--- src/rtl/pipelined_adder_if.sv ---
// Operand/result bus of the pipelined adder: one valid/ready channel in, one out.
// Handshake: a beat moves on a rising edge where valid and ready are both 1; ready never depends on valid.
interface pipelined_adder_if #(
    parameter int WIDTH = 16
);
    logic             in_valid;
    logic             in_ready;
    logic [WIDTH-1:0] in_a;
    logic [WIDTH-1:0] in_b;
    logic             in_cin;
    logic             in_sub;
    logic             out_valid;
    logic             out_ready;
    logic [WIDTH-1:0] out_sum;
    logic             out_cout;
    logic             out_ovf;

    modport slave (
        input  in_valid, in_a, in_b, in_cin, in_sub, out_ready,
        output in_ready, out_valid, out_sum, out_cout, out_ovf
    );

    modport master (
        output in_valid, in_a, in_b, in_cin, in_sub, out_ready,
        input  in_ready, out_valid, out_sum, out_cout, out_ovf
    );
endinterface

--- src/rtl/pipelined_adder.sv ---
// Pipelined ripple-carry adder/subtractor: stage k adds operand chunk k and registers
// its carry into stage k+1; skew registers line up each beat's operand and result chunks.
module pipelined_adder #(
    parameter int WIDTH  = 16,
    parameter int STAGES = 4
) (
    input  logic             i_clk,
    input  logic             i_rst_n,
    pipelined_adder_if.slave io_bus
);
    localparam int CW = WIDTH / STAGES;

    logic              w_adv;
    logic [WIDTH-1:0]  w_b_eff;
    logic              w_c0;
    logic [STAGES:0]   w_carry;
    logic [WIDTH-1:0]  w_sum;
    logic              w_ovf;
    logic [STAGES-1:0] r_v;

    // The whole pipeline moves as one; it only stalls while a finished result is refused.
    assign w_adv      = ~r_v[STAGES-1] | io_bus.out_ready;
    assign w_b_eff    = io_bus.in_sub ? ~io_bus.in_b : io_bus.in_b;
    assign w_c0       = io_bus.in_sub | io_bus.in_cin;
    assign w_carry[0] = w_c0;

    always_ff @(posedge i_clk) begin
        if (!i_rst_n) begin
            r_v <= '0;
        end else if (w_adv) begin
            for (int k = STAGES - 1; k > 0; k--) begin
                r_v[k] <= r_v[k-1];
            end
            r_v[0] <= io_bus.in_valid;
        end
    end

    for (genvar k = 0; k < STAGES; k++) begin : g_stage
        localparam int D = STAGES - 1 - k;

        logic [CW-1:0] w_a_op;
        logic [CW-1:0] w_b_op;
        logic          w_cin;
        logic [CW:0]   w_full;
        logic [CW-1:0] r_sum;
        logic          r_cout;

        if (k == 0) begin : g_first
            assign w_a_op = io_bus.in_a[CW-1:0];
            assign w_b_op = w_b_eff[CW-1:0];
        end else begin : g_skew
            // Chunk k of a beat is needed k cycles after acceptance, when its carry arrives.
            logic [CW-1:0] r_a_dly [k];
            logic [CW-1:0] r_b_dly [k];

            always_ff @(posedge i_clk) begin
                if (!i_rst_n) begin
                    for (int j = 0; j < k; j++) begin
                        r_a_dly[j] <= '0;
                        r_b_dly[j] <= '0;
                    end
                end else if (w_adv) begin
                    r_a_dly[0] <= io_bus.in_a[k*CW +: CW];
                    r_b_dly[0] <= w_b_eff[k*CW +: CW];
                    for (int j = 1; j < k; j++) begin
                        r_a_dly[j] <= r_a_dly[j-1];
                        r_b_dly[j] <= r_b_dly[j-1];
                    end
                end
            end

            assign w_a_op = r_a_dly[k-1];
            assign w_b_op = r_b_dly[k-1];
        end

        assign w_cin  = w_carry[k];
        assign w_full = {1'b0, w_a_op} + {1'b0, w_b_op} + {{CW{1'b0}}, w_cin};

        always_ff @(posedge i_clk) begin
            if (!i_rst_n) begin
                r_sum  <= '0;
                r_cout <= 1'b0;
            end else if (w_adv) begin
                r_sum  <= w_full[CW-1:0];
                r_cout <= w_full[CW];
            end
        end

        assign w_carry[k+1] = r_cout;

        if (D == 0) begin : g_sum_direct
            assign w_sum[k*CW +: CW] = r_sum;
        end else begin : g_sum_skew
            // Early chunks wait for the final stage so the whole result leaves together.
            logic [CW-1:0] r_s_dly [D];

            always_ff @(posedge i_clk) begin
                if (!i_rst_n) begin
                    for (int j = 0; j < D; j++) begin
                        r_s_dly[j] <= '0;
                    end
                end else if (w_adv) begin
                    r_s_dly[0] <= r_sum;
                    for (int j = 1; j < D; j++) begin
                        r_s_dly[j] <= r_s_dly[j-1];
                    end
                end
            end

            assign w_sum[k*CW +: CW] = r_s_dly[D-1];
        end

        if (k == STAGES - 1) begin : g_last
            logic r_ovf;

            // Carry into the MSB is recovered from the MSB slice as a ^ b ^ sum.
            always_ff @(posedge i_clk) begin
                if (!i_rst_n) begin
                    r_ovf <= 1'b0;
                end else if (w_adv) begin
                    r_ovf <= w_a_op[CW-1] ^ w_b_op[CW-1] ^ w_full[CW-1] ^ w_full[CW];
                end
            end

            assign w_ovf = r_ovf;
        end
    end

    assign io_bus.in_ready  = w_adv;
    assign io_bus.out_valid = r_v[STAGES-1];
    assign io_bus.out_sum   = w_sum;
    assign io_bus.out_cout  = w_carry[STAGES];
    assign io_bus.out_ovf   = w_ovf;
endmodule
--- src/flat_wrapper.sv ---
// flat-port wrapper written by rule: the top's interface ports become plain ports
module pipelined_adder_flat 
#(
    parameter int WIDTH  = 16,
    parameter int STAGES = 4
)
  (i_clk, i_rst_n, io_bus_in_valid, io_bus_in_a, io_bus_in_b, io_bus_in_cin, io_bus_in_sub, io_bus_out_ready, io_bus_in_ready, io_bus_out_valid, io_bus_out_sum, io_bus_out_cout, io_bus_out_ovf);
  pipelined_adder_if #(.WIDTH(WIDTH)) io_bus_i ();
  input  logic i_clk;
  input  logic i_rst_n;
  input wire logic [$bits(io_bus_i.in_valid)-1:0] io_bus_in_valid;
  input wire logic [$bits(io_bus_i.in_a)-1:0] io_bus_in_a;
  input wire logic [$bits(io_bus_i.in_b)-1:0] io_bus_in_b;
  input wire logic [$bits(io_bus_i.in_cin)-1:0] io_bus_in_cin;
  input wire logic [$bits(io_bus_i.in_sub)-1:0] io_bus_in_sub;
  input wire logic [$bits(io_bus_i.out_ready)-1:0] io_bus_out_ready;
  output wire logic [$bits(io_bus_i.in_ready)-1:0] io_bus_in_ready;
  output wire logic [$bits(io_bus_i.out_valid)-1:0] io_bus_out_valid;
  output wire logic [$bits(io_bus_i.out_sum)-1:0] io_bus_out_sum;
  output wire logic [$bits(io_bus_i.out_cout)-1:0] io_bus_out_cout;
  output wire logic [$bits(io_bus_i.out_ovf)-1:0] io_bus_out_ovf;
  assign io_bus_i.in_valid = io_bus_in_valid;
  assign io_bus_i.in_a = io_bus_in_a;
  assign io_bus_i.in_b = io_bus_in_b;
  assign io_bus_i.in_cin = io_bus_in_cin;
  assign io_bus_i.in_sub = io_bus_in_sub;
  assign io_bus_i.out_ready = io_bus_out_ready;
  assign io_bus_in_ready = io_bus_i.in_ready;
  assign io_bus_out_valid = io_bus_i.out_valid;
  assign io_bus_out_sum = io_bus_i.out_sum;
  assign io_bus_out_cout = io_bus_i.out_cout;
  assign io_bus_out_ovf = io_bus_i.out_ovf;
  pipelined_adder #(.WIDTH(WIDTH), .STAGES(STAGES)) u_core (.i_clk(i_clk), .i_rst_n(i_rst_n), .io_bus(io_bus_i));
endmodule
--- config.mk ---
export PLATFORM = sky130hd
export DESIGN_NAME = pipelined_adder_flat
export DESIGN_NICKNAME = d
export VERILOG_FILES = /design/src/rtl/pipelined_adder_if.sv /design/src/rtl/pipelined_adder.sv /design/src/flat_wrapper.sv
export SDC_FILE = /design/constraint.sdc
export NUM_CORES = 1
export LEC_CHECK = 0
export CAP_MARGIN = 20
export CORE_AREA = 3 3 103 105
export DETAILED_ROUTE_END_ITERATION = 10
export DIE_AREA = 0 0 106 108
export MAX_ROUTING_LAYER = met4
export PLACE_DENSITY = 0.75
export SETUP_SLACK_MARGIN = 0.15
export SLEW_MARGIN = 15
export SYNTH_ARGS = -nofsm -noshare
export SYNTH_HDL_FRONTEND = slang
export SYNTH_SLANG_ARGS = --single-unit
export TNS_END_PERCENT = 10
--- constraint.sdc ---
create_clock -name i_clk -period 3.1 [get_ports i_clk]
set_input_delay 0.31 -clock i_clk [delete_from_list [all_inputs] [get_ports i_clk]]
set_output_delay 0.31 -clock i_clk [all_outputs]
set_load 0.05 [all_outputs]
## Word level (Yosys, flattened, before mapping)

Memory sizes are Yosys's and may differ from the RTL's.
Cells that the tools add are included.

| operators by class | value |
|---|---|
| reductions and logical operators | 3 |
| bitwise operators | 22 |
| muxes and demuxes | 26 |
| add/subtract/negate cells | 8 |

Operators by type and width:

| cell | number |
|---|---|
| two-way mux 4 bit | 18 |
| adder 4 x 4 -> 5 bit | 4 |
| adder 5 x 1 -> 5 bit | 4 |
| OR 1 bit | 17 |
| two-way mux 16 bit | 1 |
| inverter 16 bit | 1 |
| OR reduction 4 bit | 3 |
| two-way mux 1 bit | 7 |
| bitwise XOR 1 bit | 3 |
| inverter 1 bit | 1 |

| word-level totals | value |
|---|---|
| bits in writable memories | 72 |
| output and inout port bits | 20 |
| memories | 9 |
| input port bits | 38 |
| bits in registers | 25 |
| logic and storage cells | 78 |

Memories:

| name | words | width | rd ports | clocked after memory_dff | write ports | RTL line | RTL |
|---|---|---|---|---|---|---|---|
| u_core.g_stage[0].g_sum_skew.r_s_dly | 3 | 4 | 3 | 0 | 3 | pipelined_adder.sv:95 | `logic [CW-1:0] r_s_dly [D];` |
| u_core.g_stage[3].g_skew.r_a_dly | 3 | 4 | 3 | 0 | 3 | pipelined_adder.sv:53 | `logic [CW-1:0] r_a_dly [k];` |
| u_core.g_stage[3].g_skew.r_b_dly | 3 | 4 | 3 | 0 | 3 | pipelined_adder.sv:54 | `logic [CW-1:0] r_b_dly [k];` |
| u_core.g_stage[1].g_sum_skew.r_s_dly | 2 | 4 | 2 | 0 | 2 | pipelined_adder.sv:95 |  |
| u_core.g_stage[2].g_skew.r_a_dly | 2 | 4 | 2 | 0 | 2 | pipelined_adder.sv:53 |  |
| u_core.g_stage[2].g_skew.r_b_dly | 2 | 4 | 2 | 0 | 2 | pipelined_adder.sv:54 |  |
| 3 more memories | n/a | n/a | n/a | n/a | n/a | n/a |  |

## Longest topological paths before layout

| depth | value |
|---|---|
| depth after elaboration | 7 |
| depth in mapped cells | 10 |
| depth with buffers taken out | 8 |

## Least setup slack after synthesis

OpenSTA, ideal clock, no wires.

| timing | value |
|---|---|
| kind | flip-flop to flip-flop |
| start | register u_core.r_v[3] |
| end | memory u_core.g_stage[0].g_sum_skew.r_s_dly[0][0] (netlist bit) (enable) |
| cell stages (with the launch flop) | 5 |
| buffers on the path | 2 |
| required time | 2353 ps |
| period minus slack after synthesis | 3117 ps |
| setup time | 747 ps |
| slack | -17 ps |
| arrival time | 2371 ps |
| path through | dfxtp_1 nor2b_4 buf_6 buf_2 nand2_1 |

RTL lines:

| what | RTL line | RTL |
|---|---|---|
| start: declaration | pipelined_adder.sv:19 | `logic [STAGES-1:0] r_v;` |
| start signal: indexed assignment | pipelined_adder.sv:32 | `r_v[k] <= r_v[k-1];` |
| end: declaration | pipelined_adder.sv:95 |  |

## Worst setup path after layout

| timing | value |
|---|---|
| start | input io_bus_out_ready |
| end | output io_bus_in_ready |

| between the ends | value |
|---|---|
| word-level cells in the longest chain between the ends | 1 |

RTL lines:

| what | RTL line | RTL |
|---|---|---|
| start: declaration | flat_wrapper.sv:16 | `input wire logic [$bits(io_bus_i.out_ready)-1:0] io_bus_out_ready;` |
| OR 1 bit | pipelined_adder.sv:22 | `assign w_adv = ~r_v[STAGES-1] \| io_bus.out_ready;` |
| end: declaration | flat_wrapper.sv:17 | `output wire logic [$bits(io_bus_i.in_ready)-1:0] io_bus_in_ready;` |

Every way passes these cells.

==> flow_metrics.py <==
metrics = {
    "finish": {
        "stdcell_count": 530,
        "area_growth_pct": 16.9,
        "antenna-diode-count": 0,
        "n_fill_cell": 858,
        "fin_area_sq_um": 5140,
        "post-route-util": 0.528,
        "drive_above_1_share": 0.0605,
        "fin_nets": 450,
    },
    "timing": {
        "worst_slew_pin_slew_ns": 0.896,
        "relSlewSlack": 0.403,
        "fin_skew_ns": 0.0105,
        "fin_crit_ns": 2.26,
        "tns_ns": 0,
        "finalCritPeriodShare": 0.730,
        "rsz0062_at_grt": "false",
        "fmax_mhz": 442,
        "setup_viol": 0,
        "hold_viol": 0,
        "drv_slew": 0,
    },
    "logic_synthesis": {
        "synth_top_family_by_area": "simple AND/OR/NAND/NOR gates",
        "synth_area_per_cell_sq_um": 12.5,
        "async_reset_ff_frac": 0,
        "synth_nets": 411,
        "synth_cell_types": 35,
        "ys_ff_latch": 97,
        "synthXorXnorAreaFrac": 0.0398,
        "synthSimpleGateAreaFrac": 0.153,
        "seq_area_frac_synth": 0.606,
        "synthAdderAreaFrac": 0.0706,
        "synth_edf_count": 72,
        "synth-compound-area-share": 0.0640,
        "syn_inst": 353,
        "ys_warn_count": 0,
        "synth_area_sq_um": 4400,
        "synth_mux_area_frac": 0,
        "synth_ff_type": "edfxtp_1",
    },
    "clocking": {
        "cts_tree": "done",
        "htreeDepth": 3,
        "clkLatencyLatePin_ns": 0.35,
        "root_buffer": "clkbuf_8",
        "cts_buffers": 9,
        "path_clk_slew_ns": 0.10,
        "cts_setup_buffers": 0,
        "cts-resized-gates": 0,
        "cts_buffer_depth": 2,
        "cts_sinks": 97,
        "cts_hold_buffers": 0,
    },
    "routing": {
        "drc": 0,
        "firstDrtPassIters": 4,
        "vias": 2617,
        "drt-initial-drc-count": 116,
        "routed_wl_mm": 7.13,
        "vias_per_cell": 4.94,
        "ant_nets": 0,
        "wire_per_inst_um": 13.4,
    },
    "global_route": {
        "grt_max_degree": 93,
        "grt.busiest_layer": "met2",
        "grt_pass1_vias": 2511,
        "globalRouteMet2Util": 0.208,
        "grt_pass1_wl_mm": 11.7,
        "antenna_found_initial": 0,
        "grt_usage": 0.133,
        "met1_usage": 0.170,
        "grt_overflow_total": 0,
        "grt_use_met3": 0.0263,
    },
    "placed_design": {
        "io_buffers": 57,
        "hpwl_mm": 4.70,
        "place_area_sq_um": 4940,
        "gp_congestion": 0.760,
        "placedCellCount": 514,
    },
    "worst_setup_path": {
        "setup.worst_path.start_class": "input port",
        "critPathKind": "input port to output pin",
        "crit_arrival_ns": 1.95,
        "cp_max_fo": 43,
        "end_kind": "output pin",
        "required_ns": 2.79,
        "r2r_slack_ns": 1.16,
    },
    "power_and_ir_drop": {
        "switching_share": 0.236,
        "p_sw_w": 0.000622,
        "p_leak_nw": 2.27,
        "pwr-share-comb": 0.121,
        "power_density_nw_per_um2": 513,
        "p_seq_frac": 0.574,
        "p_int_w": 0.00201,
        "clockPowerShare": 0.306,
        "ir_drop_mv": 0.243,
    },
    "run_status": {
        "outcome": "finished, final reports clean",
    },
    "floorplan": {
        "fp.dieArea_sq_um": 11400,
        "dieWidth_um": 106,
        "die_h_um": 108,
        "ios": 58,
        "start_util": 0.452,
        "coreArea_sq_um": 9730,
        "num_rows": 36,
    },
    "hold_path": {
        "hp-class": "flop to flop",
    },
    "job": {
        "cap_violations": 0,
    },
}
==> routing by layer <==
layer  wire length [um]  vias up
met3                426       13
met1               3260     1231
met4                129        0
met2               3310       65
met5                  0        -
li1                   -     1308
==> sequential cells by signal, summed over array words and instances (netlist names) <==
name,count
u_core.r_v,4
u_core.g_stage.r_cout,3
u_core.g_stage.g_sum_skew.r_s_dly,24
u_core.io_bus.out_ovf,1
u_core.g_stage.g_skew.r_a_dly,24
u_core.io_bus.out_cout,1
u_core.g_stage.g_skew.r_b_dly,24
u_core.g_stage.r_sum,16
==> power by group through the flow <==
stage / Combinational (W) / Clock, W / Sequential (W)
5_1_grt: 0.000353 / 0.000865 / 0.00152
3_5_place_dp: 0.000320 / 0 / 0.00154
6_report: 0.000318 / 0.000806 / 0.00151
4_1_cts: 0.000321 / 0.000820 / 0.00151
2_1_floorplan: 0.000199 / 0 / 0.00156
3_3_place_gp: 0.000308 / 0 / 0.00154
==> placed cells by master (no fill, tap or decap), drive strengths merged <==
master / n
o2111ai: 1
clkinvlp: 2
xnor2: 16
clkdlybuf4s50: 56
a21boi: 8
nand3b: 1
clkinv: 2
inv: 19
nand2b: 2
or3: 2
a21o: 1
dfxtp: 25
o2bb2ai: 1
o211a: 8
ha: 12
o221ai: 1
fa: 8
xor2: 4
edfxtp: 72
nand4: 1
bufinv: 1
nor2b: 5
nand2: 26
o21ai: 10
and3: 60
nand3: 8
nor3b: 1
buf: 5
nor2: 19
a21oi: 7
clkbuf: 10
o21a: 3
==> cell usage after synthesis (all sizes together) (2+ instances only) <==
cell type | instances | area, sq um
nand2b | 2 | 12.5
fa | 8 | 160
clkbuf | 12 | 45.0
nor2b | 5 | 38.8
ha | 12 | 150
nand2 | 26 | 100
or3 | 2 | 12.5
edfxtp | 72 | 2160
a21oi | 7 | 35.0
o21a | 3 | 22.5
xnor2 | 16 | 140
o21ai | 10 | 50.1
dfxtp | 25 | 500
nor2 | 19 | 71.3
and3 | 60 | 375
buf | 21 | 178
nand3 | 8 | 40.0
o211a | 8 | 80.1
xor2 | 4 | 35.0
inv | 18 | 72.6
a21boi | 8 | 60.1
==> cells by family (layout without fill, tap and decap cells) <==
family | after synthesis | after routing
DFF | 97 | 97
xor gates and xnor gates | 20 | 20
adders and majority gates | 20 | 20
and+or+nand+nor | 125 | 125
buffers and inverters | 51 | 95
AOI/OAI and AO/OA | 40 | 40
==> final cells by class <==
class	instances	area, sq um	share of cell area
timing repair buffer	61	596	0.116
sequential	97	2660	0.518
clock buffer	10	128	0.0248
clock inverter	6	67.6	0.0131
inverter	18	72.6	0.0141
tap	133	166	0.0324
multi-input combinational	205	1450	0.281
==> critical path: stages <==
cell	delay, ns
clkdlybuf4s50_1	0.50
nor2b_4	0.06
inv_6	0.21
clkdlybuf4s50_1	0.86
==> path summary, 6_finish.rpt <==
check,cells past startpoint,end,from
min reg2reg,2,u_core.g_stage[1].r_sum[2],u_core.g_stage[1].r_sum[2]
max,4,io_bus_in_ready,io_bus_out_ready
min,2,u_core.g_stage[1].r_sum[2],u_core.g_stage[1].r_sum[2]
max reg2reg,7,u_core.io_bus.out_ovf,u_core.g_stage[3].g_skew.r_b_dly[0][8]
==> through the flow <==
stage	hold slack, ns	worst slack (ns)	power [W]
finish	0.453	0.838	0.00263
global route	0.477	0.783	0.00274
CTS	0.455	0.830	0.00265
detailed placement	0.445	0.764	0.00186
global placement	0.437	0.838	0.00185
floorplan	0.426	0.715	0.00175
Note: power is estimated with default switching activity, not from simulation.
